<file path="config.mk">
export PLATFORM = sky130hd
export DESIGN_NAME = nn_wb_update_flat
export DESIGN_NICKNAME = d
export VERILOG_FILES = /design/src/rtl/nn_pkg.sv /design/src/rtl/nn_wb_update_if.sv /design/src/rtl/nn_wb_update_grad_counter.sv /design/src/rtl/nn_wb_update.sv /design/src/flat_wrapper.sv
export SDC_FILE = /design/constraint.sdc
export NUM_CORES = 1
export LEC_CHECK = 0
export CORE_ASPECT_RATIO = 0.6
export CORE_UTILIZATION = 35
export DETAILED_ROUTE_END_ITERATION = 16
export HOLD_SLACK_MARGIN = 0.08
export RECOVER_POWER = 100
export SLEW_MARGIN = 20
export SYNTH_ARGS = -nofsm -noshare
export SYNTH_HDL_FRONTEND = slang
export SYNTH_SLANG_ARGS = --single-unit
</file>
<file path="constraint.sdc">
create_clock -name CLK -period 4.8 [get_ports CLK]
set_input_delay 0.96 -clock CLK [delete_from_list [all_inputs] [get_ports CLK]]
set_output_delay 0.96 -clock CLK [all_outputs]
set_load 0.1 [all_outputs]
</file>
<file path="src/rtl/nn_pkg.sv">
// ----------------------------------------------------------------------------
// nn_pkg -- shared definitions for the stochastic weight/bias update block.
//
// Contents:
//   state_t / ST_*     FSM state encoding (IDLE, ACCUM, UPDATE)
//   clog2()            ceiling log2, usable in constant expressions
//   cnt_width()        width of the signed up/down gradient counters
//   sat_hi()/sat_lo()  two's complement range limits for an NB-bit weight
// ----------------------------------------------------------------------------
package nn_pkg;

    typedef logic [1:0] state_t;

    localparam state_t ST_IDLE   = 2'd0;
    localparam state_t ST_ACCUM  = 2'd1;
    localparam state_t ST_UPDATE = 2'd2;

    function automatic int clog2(input int v);
        int r;
        r = 0;
        for (int x = v - 1; x > 0; x = x >> 1) begin
            r++;
        end
        return r;
    endfunction

    // One extra bit holds +WINLEN, another holds the sign.
    function automatic int cnt_width(input int winlen);
        return clog2(winlen) + 2;
    endfunction

    function automatic longint sat_hi(input int nb);
        return (longint'(1) << (nb - 1)) - 1;
    endfunction

    function automatic longint sat_lo(input int nb);
        return -(longint'(1) << (nb - 1));
    endfunction

endpackage

</file>
<file path="src/rtl/nn_wb_update_if.sv">
// ----------------------------------------------------------------------------
// nn_wb_update_if -- control/data bundle of nn_wb_update.
//
// Handshake: start is a one-cycle request that is accepted only while
// busy=0 and ld=0; once accepted, busy stays high through ACCUM and UPDATE
// and done pulses for exactly one cycle with the new weights already on
// alpha/beta. ld is a one-cycle request accepted only while busy=0; it wins
// over a simultaneous start. Requests presented while busy=1 are dropped,
// never queued.
//
// Signals:
//   start, dalpha[NN], dbeta, sgn, ld, ld_alpha[NN*NB], ld_beta[NB]  (to DUT)
//   alpha[NN*NB], beta[NB], busy, done, state[2] (debug FSM state)   (from DUT)
// Modports: master (stimulus side), slave (nn_wb_update).
// ----------------------------------------------------------------------------
interface nn_wb_update_if #(
    parameter int NB = 16,
    parameter int NN = 3
);
    logic               start;
    logic [NN-1:0]      dalpha;
    logic               dbeta;
    logic               sgn;
    logic               ld;
    logic [NN*NB-1:0]   ld_alpha;
    logic [NB-1:0]      ld_beta;
    logic [NN*NB-1:0]   alpha;
    logic [NB-1:0]      beta;
    logic               busy;
    logic               done;
    logic [1:0]         state;

    modport master (
        output start, dalpha, dbeta, sgn, ld, ld_alpha, ld_beta,
        input  alpha, beta, busy, done, state
    );

    modport slave (
        input  start, dalpha, dbeta, sgn, ld, ld_alpha, ld_beta,
        output alpha, beta, busy, done, state
    );
endinterface

</file>
<file path="src/rtl/nn_wb_update_grad_counter.sv">
// ----------------------------------------------------------------------------
// nn_grad_counter -- one signed up/down gradient counter plus the
// shift-and-saturate datapath that turns it into a new weight value.
//
// Ports:
//   clk, init   clock and synchronous active-high reset
//   clr         clears the counter (window start)
//   en          counting enable (ACCUM cycles)
//   bit_in      stochastic gradient bit; counts only when 1
//   sgn         0 = count up, 1 = count down
//   w           current weight
//   ld_raw      requested load value
//   w_new       sat(w - (cnt >>> LR_SHIFT))
//   ld_val      load value after range limiting
//
// Build option: NN_WB_UPDATE_CLIP_EN limits w_new and ld_val to
// [-WMAX, WMAX]; otherwise the full NB-bit two's complement range is used.
// ----------------------------------------------------------------------------
module nn_grad_counter
    import nn_pkg::*;
#(
    parameter int                    NB       = 16,
    parameter int                    WINLEN   = 256,
    parameter int                    LR_SHIFT = 4,
    parameter logic signed [NB-1:0]  WMAX     = 16'sd4096
) (
    input  logic                 clk,
    input  logic                 init,
    input  logic                 clr,
    input  logic                 en,
    input  logic                 bit_in,
    input  logic                 sgn,
    input  logic signed [NB-1:0] w,
    input  logic signed [NB-1:0] ld_raw,
    output logic signed [NB-1:0] w_new,
    output logic signed [NB-1:0] ld_val
);
    localparam int CW = cnt_width(WINLEN);
    localparam logic signed [CW-1:0] ONE = CW'(1);

`ifdef NN_WB_UPDATE_CLIP_EN
    localparam logic signed [NB:0] HI = {WMAX[NB-1], WMAX};
    localparam logic signed [NB:0] LO = -HI;
`else
    localparam logic signed [NB:0] HI = (NB+1)'(sat_hi(NB));
    localparam logic signed [NB:0] LO = (NB+1)'(sat_lo(NB));
    logic unused_wmax;
    assign unused_wmax = ^WMAX;
`endif

    function automatic logic signed [NB-1:0] sat(input logic signed [NB:0] x);
        if (x > HI)
            return HI[NB-1:0];
        else if (x < LO)
            return LO[NB-1:0];
        else
            return x[NB-1:0];
    endfunction

    logic signed [CW-1:0] cnt_q;
    logic signed [CW-1:0] cnt_sh;
    logic signed [NB:0]   w_ext;
    logic signed [NB:0]   step_ext;
    logic signed [NB:0]   diff;

    always_ff @(posedge clk) begin
        if (init || clr)
            cnt_q <= '0;
        else if (en && bit_in)
            cnt_q <= sgn ? cnt_q - ONE : cnt_q + ONE;
    end

    // Arithmetic shift floors toward minus infinity; both operands are
    // widened by one bit so the subtract itself cannot wrap.
    assign cnt_sh   = cnt_q >>> LR_SHIFT;
    assign step_ext = {{(NB+1-CW){cnt_sh[CW-1]}}, cnt_sh};
    assign w_ext    = {w[NB-1], w};
    assign diff     = w_ext - step_ext;
    assign w_new    = sat(diff);

`ifdef NN_WB_UPDATE_CLIP_EN
    assign ld_val = sat({ld_raw[NB-1], ld_raw});
`else
    assign ld_val = ld_raw;
`endif

endmodule

</file>
<file path="src/rtl/nn_wb_update.sv">
// ----------------------------------------------------------------------------
// nn_wb_update -- stochastic-bitstream weight/bias update engine.
//
// A start pulse opens a WINLEN-cycle window in which each weight's gradient
// bitstream drives a signed up/down counter. One UPDATE cycle then applies
// w <= sat(w - (cnt >>> LR_SHIFT)) to all NN alpha weights and to beta, and
// done pulses in the following (IDLE) cycle with the new values visible.
//
// Ports:
//   CLK    sole clock, rising edge
//   INIT   synchronous active-high reset (state, counters, weights, done)
//   bus    nn_wb_update_if.slave: start, dalpha, dbeta, sgn, ld, ld_alpha,
//          ld_beta in; alpha, beta, busy, done, state (debug) out
//
// Build option: NN_WB_UPDATE_CLIP_EN limits updated and loaded weights to
// [-WMAX, WMAX].
// ----------------------------------------------------------------------------
module nn_wb_update
    import nn_pkg::*;
#(
    parameter int                    NB       = 16,
    parameter int                    NN       = 3,
    parameter int                    WINLEN   = 256,
    parameter int                    LR_SHIFT = 4,
    parameter logic signed [NB-1:0]  WMAX     = 16'sd4096
) (
    input  logic           CLK,
    input  logic           INIT,
    nn_wb_update_if.slave  bus
);
    localparam int WW = clog2(WINLEN);
    localparam logic [WW-1:0] WIN_LAST = WW'(WINLEN - 1);
    localparam logic [WW-1:0] WIN_ONE  = WW'(1);

    state_t               state_q;
    logic [WW-1:0]        win_q;
    logic                 done_q;
    logic signed [NB-1:0] w_q    [NN+1];
    logic signed [NB-1:0] w_new  [NN+1];
    logic signed [NB-1:0] ld_raw [NN+1];
    logic signed [NB-1:0] ld_val [NN+1];
    logic [NN:0]          bits;
    logic                 is_idle;
    logic                 is_accum;
    logic                 go;

    assign is_idle  = (state_q == ST_IDLE);
    assign is_accum = (state_q == ST_ACCUM);
    // ld has priority over start in the same IDLE cycle.
    assign go       = is_idle && bus.start && !bus.ld;
    // Slot NN is beta; slots 0..NN-1 are alpha.
    assign bits     = {bus.dbeta, bus.dalpha};

    for (genvar g = 0; g <= NN; g++) begin : g_cnt
        if (g < NN) begin : g_alpha
            assign ld_raw[g] = bus.ld_alpha[g*NB +: NB];
            assign bus.alpha[g*NB +: NB] = w_q[g];
        end else begin : g_beta
            assign ld_raw[g] = bus.ld_beta;
            assign bus.beta  = w_q[g];
        end

        nn_grad_counter #(
            .NB       (NB),
            .WINLEN   (WINLEN),
            .LR_SHIFT (LR_SHIFT),
            .WMAX     (WMAX)
        ) u_cnt (
            .clk    (CLK),
            .init   (INIT),
            .clr    (go),
            .en     (is_accum),
            .bit_in (bits[g]),
            .sgn    (bus.sgn),
            .w      (w_q[g]),
            .ld_raw (ld_raw[g]),
            .w_new  (w_new[g]),
            .ld_val (ld_val[g])
        );
    end

    always_ff @(posedge CLK) begin
        if (INIT) begin
            state_q <= ST_IDLE;
            win_q   <= '0;
            done_q  <= 1'b0;
            for (int i = 0; i <= NN; i++) w_q[i] <= '0;
        end else begin
            done_q <= 1'b0;
            case (state_q)
                ST_IDLE: begin
                    if (bus.ld) begin
                        for (int i = 0; i <= NN; i++) w_q[i] <= ld_val[i];
                    end else if (bus.start) begin
                        state_q <= ST_ACCUM;
                        win_q   <= '0;
                    end
                end
                ST_ACCUM: begin
                    win_q <= win_q + WIN_ONE;
                    if (win_q == WIN_LAST) state_q <= ST_UPDATE;
                end
                ST_UPDATE: begin
                    for (int i = 0; i <= NN; i++) w_q[i] <= w_new[i];
                    done_q  <= 1'b1;
                    state_q <= ST_IDLE;
                end
                default: state_q <= ST_IDLE;
            endcase
        end
    end

    assign bus.busy  = !is_idle;
    assign bus.done  = done_q;
    assign bus.state = state_q;

endmodule

</file>
<file path="src/flat_wrapper.sv">
// flat-port wrapper written by rule: the top's interface ports become plain ports
module nn_wb_update_flat import nn_pkg::*;
#(
    parameter int                    NB       = 16,
    parameter int                    NN       = 3,
    parameter int                    WINLEN   = 256,
    parameter int                    LR_SHIFT = 4,
    parameter logic signed [NB-1:0]  WMAX     = 16'sd4096
)
  (CLK, INIT, bus_start, bus_dalpha, bus_dbeta, bus_sgn, bus_ld, bus_ld_alpha, bus_ld_beta, bus_alpha, bus_beta, bus_busy, bus_done, bus_state);
  nn_wb_update_if #(.NB(NB), .NN(NN)) bus_i ();
  input  logic CLK;
  input  logic INIT;
  input wire logic [$bits(bus_i.start)-1:0] bus_start;
  input wire logic [$bits(bus_i.dalpha)-1:0] bus_dalpha;
  input wire logic [$bits(bus_i.dbeta)-1:0] bus_dbeta;
  input wire logic [$bits(bus_i.sgn)-1:0] bus_sgn;
  input wire logic [$bits(bus_i.ld)-1:0] bus_ld;
  input wire logic [$bits(bus_i.ld_alpha)-1:0] bus_ld_alpha;
  input wire logic [$bits(bus_i.ld_beta)-1:0] bus_ld_beta;
  output wire logic [$bits(bus_i.alpha)-1:0] bus_alpha;
  output wire logic [$bits(bus_i.beta)-1:0] bus_beta;
  output wire logic [$bits(bus_i.busy)-1:0] bus_busy;
  output wire logic [$bits(bus_i.done)-1:0] bus_done;
  output wire logic [$bits(bus_i.state)-1:0] bus_state;
  assign bus_i.start = bus_start;
  assign bus_i.dalpha = bus_dalpha;
  assign bus_i.dbeta = bus_dbeta;
  assign bus_i.sgn = bus_sgn;
  assign bus_i.ld = bus_ld;
  assign bus_i.ld_alpha = bus_ld_alpha;
  assign bus_i.ld_beta = bus_ld_beta;
  assign bus_alpha = bus_i.alpha;
  assign bus_beta = bus_i.beta;
  assign bus_busy = bus_i.busy;
  assign bus_done = bus_i.done;
  assign bus_state = bus_i.state;
  nn_wb_update #(.NB(NB), .NN(NN), .WINLEN(WINLEN), .LR_SHIFT(LR_SHIFT), .WMAX(WMAX)) u_core (.CLK(CLK), .INIT(INIT), .bus(bus_i));
endmodule
</file>
* Word-level counts from Yosys, hierarchy flattened
Memory sizes are Yosys's and may differ from the RTL's.
Cells that the tools add are included.
** Operators by class
- Add/subtract/negate cells :: 13
- Multiply operators :: 0
- Divide/modulo/power cells :: 0
- $lt $le $gt $ge :: 8
- Eq/ne operators :: 6
- Shifts and indexed selects :: 0
- Multiplexer cells :: 36
- Bitwise logic cells :: 8
- Reductions and logical operators :: 13
** Operators with widths (number)
- 2-to-1 mux 16 bit :: 16
- greater-than comparator 17 x 16 -> 1 bit (second input constant) :: 4
- < comparator 17 x 16 -> 1 bit (second input constant) :: 4
- subtractor 16 x 6 -> 17 bit :: 4
- adder 10 x 2 -> 10 bit (second input constant) :: 4
- 2-to-1 mux 10 bit :: 4
- subtractor 10 x 2 -> 10 bit (second input constant) :: 4
- 2-to-1 mux 8 bit :: 2
- case mux 8 bit (2 select lines) :: 1
- 2-to-1 mux 1 bit :: 9
- adder 8 x 1 -> 8 bit (second input constant) :: 1
- equality test 8 bit (second input constant) :: 1
- OR 1 bit :: 8
- logical AND 1 bit :: 6
- 2-to-1 mux 2 bit :: 3
- AND reduction 3 bit :: 2
- inequality test 2 bit (second input constant) :: 2
- case mux 2 bit (2 select lines) :: 1
- equality test 2 x 1 -> 1 bit (second input constant) :: 1
- equality test 2 bit (second input constant) :: 1
- zero test 1 bit :: 2
- zero test 2 bit :: 1
- inequality test 2 x 1 -> 1 bit (second input constant) :: 1
- nonzero test 2 bit :: 1
- logical OR 1 bit :: 1
** Storage, ports and cells
- Flip-flop bits (word level) :: 51
- Latch bits :: 0
- RAM bits :: 64
- Memory bits (read-only) :: 0
- Input port bits :: 73
- Output and inout bits :: 68
- Logic and storage cells :: 92
- Memories :: 1
** Memory list
- u_core.w_q :: words 4, bits a word 16, read ports 4, clocked after Yosys merged registers in 0, write ports 4, line nn_wb_update.sv:38 : logic signed [NB-1:0] w_q [NN+1];

* Longest topological paths before layout
Gate-level depths: netlist of the first run.
- Depth after elaboration :: 6
- Depth in mapped cells :: 11
- Gate-level depth less buffers :: 10

* Cells and area by module
A second synthesis of the first run with hierarchy kept.
** Second synthesis, totals
- Cells, all modules :: 1428
- Area total of the unflattened synthesis :: 11468.5 sq um
** By module, submodules not included
- nn_grad_counter :: instances 4, cells each 306, area an instance 2082.0 sq um, seq. area each 200.2 sq um
- nn_wb_update :: instances 1, cells each 204, area an instance 3140.5 sq um, seq. area each 2142.1 sq um

* Worst setup path after synthesis of the first run
Ideal clock, no wire load.
- Kind :: register to register
- From :: memory u_core.w_q[1][0]
- To :: memory u_core.w_q[1][14], data pin
- Library setup time :: 261 ps
- Data arrival time :: 3153 ps
- Data required time :: 4539 ps
- Path slack :: 1386 ps
- Stages on the path, launching flop included :: 11
- Buffers on the path :: 0
- Clock period less this slack :: 3414 ps
- Path through :: edfxtp_1 > inv_1 > ha_1 > fa_1 > nor2b_4 > o31a_1 > o311ai_4 > a31o_4 > mux2i_1 > a2111o_1 > a221o_1
** RTL lines (line)
- from (decl) :: nn_wb_update.sv:38

==> results of run 1 <==
## worst paths after layout
path,startpoint,endpoint,slack (ps),cells after the start
worst min-delay path,u_core.g_cnt[1].u_cnt.cnt_q[3]$_SDFFE_PP0P_,u_core.g_cnt[1].u_cnt.cnt_q[3]$_SDFFE_PP0P_,460,2
worst max register to register,u_core.g_cnt[2].u_cnt.cnt_q[9]$_SDFFE_PP0P_,u_core.w_q[2][0]$_DFFE_PP_,960,9
worst min register to register,u_core.g_cnt[1].u_cnt.cnt_q[3]$_SDFFE_PP0P_,u_core.g_cnt[1].u_cnt.cnt_q[3]$_SDFFE_PP0P_,460,2
worst max-delay path,u_core.g_cnt[2].u_cnt.cnt_q[9]$_SDFFE_PP0P_,u_core.w_q[2][0]$_DFFE_PP_,960,9
## cell type report
cell class	instances	area (sq um)
Clock buffer	23	500.5
Tap cell	360	450.4
Timing Repair Buffer	151	1459
Clock inverter	9	121.4
Inverter	57	214.0
Sequential cell	115	2943
Fill cell	2585	14720
Multi-Input combinational cell	883	6125
## cell usage in the layout, fill, tap and decap left out, types with 6 or more instances in the layout
cell type and instances:
nand2_1 134, ha_1 97, a21oi_1 78, nor2_1 76
dlygate4sd3_1 70, clkdlybuf4s50_1 69, edfxtp_1 64, inv_1 55
o21ai_0 53, dfxtp_1 51, o211ai_1 50, xnor2_1 44
nor3_1 30, nand3_1 25, a21o_1 24, nor2b_1 21
and3_1 19, xor2_1 19, clkbuf_16 19, o21a_1 16
nand2b_1 14, a221o_1 14, a211oi_1 11, or3_1 11
clkbuf_1 9, nor4_1 8, a31oi_1 8, fa_1 8
and2_1 7, o31a_1 7, o311ai_0 7, mux2i_1 6
buf_4 6
## power breakdown
part | total (W) | internal [W] | switching, W
registers | 0.00115 | 0.00110 | 0.0000433
clock network | 0.00138 | 0.000888 | 0.000489
logic | 0.00130 | 0.000455 | 0.000846
## stage by stage
stage | hold slack (ps) | cells | area [sq um] | worst slack, ps | util [%]
floorplan | 435.6 | 1090 | 9510 | 1386 | -
global placement | 443.8 | 1566 | 11280 | 948.8 | 42.51
detailed placement | 452.5 | 1566 | 11280 | 803.3 | 42.51
CTS | 460.6 | 1598 | 11900 | 1310 | 44.86
global route | 479.9 | 1598 | 11810 | 703.5 | 44.52
finish | 455.7 | 1598 | 11810 | 963.6 | 44.52
## flip-flops by register name, indices dropped and copies added (netlist names)
signal	flops
u_core.g_cnt.u_cnt.cnt_q	40
u_core.w_q	64
u_core.bus.state	2
u_core.bus.done	1
u_core.win_q	8
## logic make-up after synthesis
logic type,share of synthesized area [%]
mux,0.6315
xor+xnor,5.802
buf+inv,4.026
fa+ha+maj,14.45
flops,30.94
simple gates,18.71
compound gates,25.44
## routing by layer
layer / up-vias / wire length (um) / track usage (%)
met4: 0 / 267 / 5.714
met1: 4013 / 13900 / 28.76
met5: - / 0 / 0
met3: 20 / 1117 / 3.498
li1: 4333 / - / -
met2: 194 / 10360 / 26.08
## critical path, cell delays in order, from the launching register on
cell and delay (ps):
dfxtp_1 310, inv_1 320, ha_1 390, and3_1 240
a221oi_1 360, or2_2 220, a41o_1 230, nand2_1 90
o211ai_1 1120, a22oi_1 230
==> impl_metrics.env, run 1 <==
export IMPL_fp_coreArea_sq_um=26530
export IMPL_buffer_cell_driving_the_clock_tree_root="clkbuf_16"
export IMPL_cts_hold_fix_buffers=0
export IMPL_ant_cells=0
export IMPL_total_power_w=0.003825
export IMPL_post_cts_resized=0
export IMPL_clk_path_buf_depth=2
export IMPL_post_synthesis_async_set_or_reset_flop_share_pct=0
export IMPL_cts_post_setup_buffers_inserted=0
export IMPL_final_antenna_net_count=0
export IMPL_timing_critical_path_fanout_max=15
export IMPL_synth_largest_area_cell="edfxtp_1"
export IMPL_synthCells=1090
export IMPL_cp_end_kind="flop"
export IMPL_yosys_warnings=0
export IMPL_gp_congestion=0.8574
export IMPL_dr_total_vias=8560
export IMPL_status="finished, violations left"
export IMPL_start_util_pct=35.84
export IMPL_design_final_nets=1403
export IMPL_synth_edf_count=64
export IMPL_final_min_period_over_clock_period_pct=79.93
export IMPL_netlist_top_cells_count="nand2_1, ha_1, a21oi_1"
export IMPL_yosysMostFrequentCell="nand2_1"
export IMPL_antenna_found_initial=0
export IMPL_power_density_nw_per_um2=323.8
export IMPL_rsz0062_at_grt="no"
export IMPL_post_route_clock_skew_ps=9.142
export IMPL_cts_htree_levels=4
export IMPL_clk_pin_slew_worst_paths_ps=60
export IMPL_avgRoutedWirePerCell_um=16.05
export IMPL_drv_cap=2
export IMPL_numCtsBuffers=17
export IMPL_pin_count=141
export IMPL_route_detailed_vias_per_inst=5.357
export IMPL_ir_drop_mv=0.1807
export IMPL_first_global_vias=7771
export IMPL_grt_start_max_net_pins=41
export IMPL_postSynthRegisterBits=115
export IMPL_routed_wl_mm=25.65
export IMPL_syn_area_sq_um=9510
export IMPL_timing_setup_tns_ps=0
export IMPL_row_count=46
export IMPL_avgSynthCellArea_sq_um=8.725
export IMPL_die_area_sq_um=27860
export IMPL_dp_hpwl_mm=18.86
export IMPL_final_period_minus_worst_setup_slack_ps=3836
export IMPL_crit_path_start_kind="flop"
export IMPL_crit_arrival_ps=3940
export IMPL_achievable_frequency_mhz=260.7
export IMPL_cts_num_sinks=115
export IMPL_syn_num_nets=1268
export IMPL_synth_top_cells_by_area="edfxtp_1, ha_1, dfxtp_1"
export IMPL_layout_area_overhead_vs_synth_pct=24.21
export IMPL_report_final_setup_viol=0
export IMPL_clk_insertion_delay_late_ps=430
export IMPL_drt_initial_drc_count=642
export IMPL_drv_slew=46
export IMPL_dieWidth_um=214.8
export IMPL_global_route_wire_length_before_repair_mm=41.52
export IMPL_drive_gt1_share_pct=5.170
export IMPL_drt_pass1_iterations=6
export IMPL_portion_of_the_post_synthesis_area_used_by_sequential_elements_pct=30.94
export IMPL_hold_path_class="flop to flop"
export IMPL_dominantRegCellSynth="edfxtp_1"
export IMPL_chipHeight_um=129.7
export IMPL_ys_types=80
export IMPL_grt_use_total_pct=18.78
export IMPL_netlist_area_leader_share_pct=20.21
export IMPL_slew_headroom_pct=-28.60
export IMPL_cts_tree="built"
export IMPL_req_time_crit_path_ps=4900
export IMPL_tightest_slew_ps=1925
export IMPL_hold_viol=0
export IMPL_timing_worst_setup_path_type="flop to flop"
export IMPL_port_buffer_count=140
export IMPL_static_leakage_power_nw=4.709
export IMPL_drc=0
export IMPL_failed_checks="max-capacitance violations, max-slew violations"
export IMPL_grt_remaining_overflow=0
Power figures use the tool's default switching activity.
==> run 2: changes to the inputs <==
- clock period: 4.8 -> 3.44 ns (I/O delays scaled with it)
==> run 2 against run 1 <==
Effect of this change: the run still ends with max-capacitance violations, max-slew violations left; via count down 0.44%; flip-flop and latch count unchanged; first-iteration DRC count down 25%; clock power up 29%; clock skew down 2.3 ps; worst hold slack better by 2.7 ps; utilization down 0.85 points; routed wire length about the same; combinational power up 38%; setup slack worse by 750 ps; largest power group is now combinational cells.
==> impl_metrics.env, run 2 (synthesis gave the netlist of run 1 again) <==
export IMPL_crit_arrival_ps=3360
export IMPL_clk_insertion_delay_late_ps=430
export IMPL_wl_met3_mm=1.339
export IMPL_reg2reg_slack_ps=210
export IMPL_p_sw_w=0.001941
export IMPL_gp_congestion=0.8607
export IMPL_avgRoutedWirePerCell_um=15.87
export IMPL_fillCellCount=2612
export IMPL_timing_worst_setup_path_type="flop to flop"
export IMPL_drv_slew=17
export IMPL_drt_initial_drc_count=479
export IMPL_ant_cells=0
export IMPL_drive_gt1_share_pct=6.534
export IMPL_largest_register="u_core.w_q"
export IMPL_hold_path_class="flop to flop"
export IMPL_antenna_found_initial=0
export IMPL_slew_headroom_pct=-19.53
export IMPL_grt_use_total_pct=18.46
export IMPL_final_min_period_over_clock_period_pct=93.77
export IMPL_power_share_switching_pct=37.52
export IMPL_req_time_crit_path_ps=3570
export IMPL_design_final_nets=1420
export IMPL_dieWidth_um=214.8
export IMPL_dp_hpwl_mm=19.40
export IMPL_final_standard_cell_count_with_taps_included_and_fillers_excluded=1615
export IMPL_wl_met1_mm=13.70
export IMPL_final_antenna_net_count=0
export IMPL_worst_slack_ps=214.4
export IMPL_clk_path_buf_depth=2
export IMPL_post_route_clock_skew_ps=6.824
export IMPL_timing_critical_path_fanout_max=15
export IMPL_static_leakage_power_nw=4.551
export IMPL_cp_end_kind="flop"
export IMPL_port_buffer_count=140
export IMPL_fin_worst_hold_slack_ps=458.4
export IMPL_ir_drop_mv=0.2363
export IMPL_hold_viol=0
export IMPL_buffer_cell_driving_the_clock_tree_root="clkbuf_16"
export IMPL_cts_hold_fix_buffers=0
export IMPL_reg2reg_from="u_core.g_cnt[2].u_cnt.cnt_q[9]$_SDFFE_PP0P_"
export IMPL_failed_checks="max-capacitance violations, max-slew violations"
export IMPL_layout_area_overhead_vs_synth_pct=21.83
export IMPL_largest_register_ff_count=64
export IMPL_global_route_wire_length_before_repair_mm=40.90
export IMPL_dp_cells=1583
export IMPL_pin_count=141
export IMPL_top_layer_used="met4"
export IMPL_hold_path_startpoint="u_core.g_cnt[2].u_cnt.cnt_q[3]$_SDFFE_PP0P_"
export IMPL_cts_tree="built"
export IMPL_first_global_vias=7894
export IMPL_routed_wl_mm=25.62
export IMPL_chipHeight_um=129.7
export IMPL_grt_start_max_net_pins=37
export IMPL_r2r_end="u_core.w_q[2][1]$_DFFE_PP_"
export IMPL_drc=0
export IMPL_numCtsBuffers=17
export IMPL_cts_post_setup_buffers_inserted=0
export IMPL_power_density_nw_per_um2=446.5
export IMPL_row_count=46
export IMPL_worst_reg_to_reg_cells=9
export IMPL_internal_power_w=0.003232
export IMPL_mostFrequentLayoutCells="nand2_1, ha_1, a21oi_1"
export IMPL_share_seq_of_total_power_pct=30.9
export IMPL_cts_num_sinks=115
export IMPL_layout_cells_most_common="nand2_1"
export IMPL_clock_share_of_power_pct=34.4
export IMPL_achievable_frequency_mhz=310.0
export IMPL_route_detailed_vias_per_inst=5.277
export IMPL_rsz0062_at_grt="no"
export IMPL_status="finished, violations left"
export IMPL_dr_total_vias=8522
export IMPL_cts_htree_levels=4
export IMPL_pre_cts_slack_ps=30.25
export IMPL_tightest_slew_ps=1789
export IMPL_combinationalPowerShare_pct=34.7
export IMPL_whs_path_depth=2
export IMPL_start_util_pct=35.84
export IMPL_timing_setup_tns_ps=0
export IMPL_die_area_sq_um=27860
export IMPL_registers_with_the_most_flip_flops="u_core.w_q: 64 flops, u_core.g_cnt.u_cnt.cnt_q: 40 flops, u_core.win_q: 8 flops"
export IMPL_drt_pass1_iterations=5
export IMPL_min_to="u_core.g_cnt[2].u_cnt.cnt_q[3]$_SDFFE_PP0P_"
export IMPL_grt_remaining_overflow=0
export IMPL_met2WireLength_mm=10.39
export IMPL_fp_coreArea_sq_um=26530
export IMPL_total_power_w=0.005173
export IMPL_report_final_setup_viol=0
export IMPL_post_cts_resized=0
export IMPL_final_period_minus_worst_setup_slack_ps=3226
export IMPL_clk_pin_slew_worst_paths_ps=60
export IMPL_drv_cap=1
export IMPL_crit_path_start_kind="flop"
## run 2: metal layers
layer	vias to the layer above	GRT usage (%)
met3	16	4.014
met2	190	26.67
met1	3941	27.65
met4	0	4.118
met5	-	0
li1	4375	-
## run 2: critical path, cell delays in order, from the launching register on
cell and delay [ps]:
dfxtp_1 310, inv_1 310, ha_1 380, and3_1 230, a221oi_1 360, or2_2 220
a41o_1 220, nand2_1 100, o211ai_2 610, a22oi_1 200
## run 2: area by class of cell
type / count / area (sq um) / area share [%]
Clock buffer: 22 / 496.7 / 4.287
Clock inverter: 10 / 76.32 / 0.6587
Inverter: 57 / 214.0 / 1.847
Multi-Input combinational cell: 883 / 6146 / 53.05
Sequential cell: 115 / 2943 / 25.40
Tap cell: 360 / 450.4 / 3.888
Timing Repair Buffer: 168 / 1260 / 10.87
## run 2: stage by stage
| step | area, sq um | util, % |
|---|---|---|
| floorplan | 9510 | - |
| global placement | 11280 | 42.53 |
| detailed placement | 11280 | 42.53 |
| CTS | 11860 | 44.69 |
| global route | 11590 | 43.67 |
| finish | 11590 | 43.67 |
## run 2: how the worst max path moves through the flow
stage	start	to	slack, ps	cells past startpoint
6_report	u_core.g_cnt[2].u_cnt.cnt_q[9]$_SDFFE_PP0P_	u_core.w_q[2][1]$_DFFE_PP_	210	9
5_1_grt	u_core.g_cnt[2].u_cnt.cnt_q[9]$_SDFFE_PP0P_	u_core.w_q[2][10]$_DFFE_PP_	30	9
4_1_cts	u_core.g_cnt[1].u_cnt.cnt_q[9]$_SDFFE_PP0P_	u_core.w_q[1][0]$_SDFFCE_PP0P_	3	9
3_5_place_dp	u_core.g_cnt[1].u_cnt.cnt_q[9]$_SDFFE_PP0P_	u_core.w_q[1][10]$_SDFFCE_PP0P_	30	9
3_3_place_gp	u_core.g_cnt[1].u_cnt.cnt_q[9]$_SDFFE_PP0P_	u_core.w_q[1][14]$_SDFFCE_PP0P_	180	9
2_1_floorplan	u_core.w_q[1][0]$_SDFFCE_PP0P_	u_core.w_q[1][14]$_SDFFCE_PP0P_	30	10
## run 2: power groups by stage
stage / clock network (W) / registers, W / logic (W)
floorplan: 0 / 0.00205 / 0.000969
global placement: 0 / 0.00163 / 0.00183
detailed placement: 0 / 0.00163 / 0.00184
CTS: 0.00181 / 0.00160 / 0.00185
global route: 0.00188 / 0.00161 / 0.00195
finish: 0.00178 / 0.00160 / 0.00180
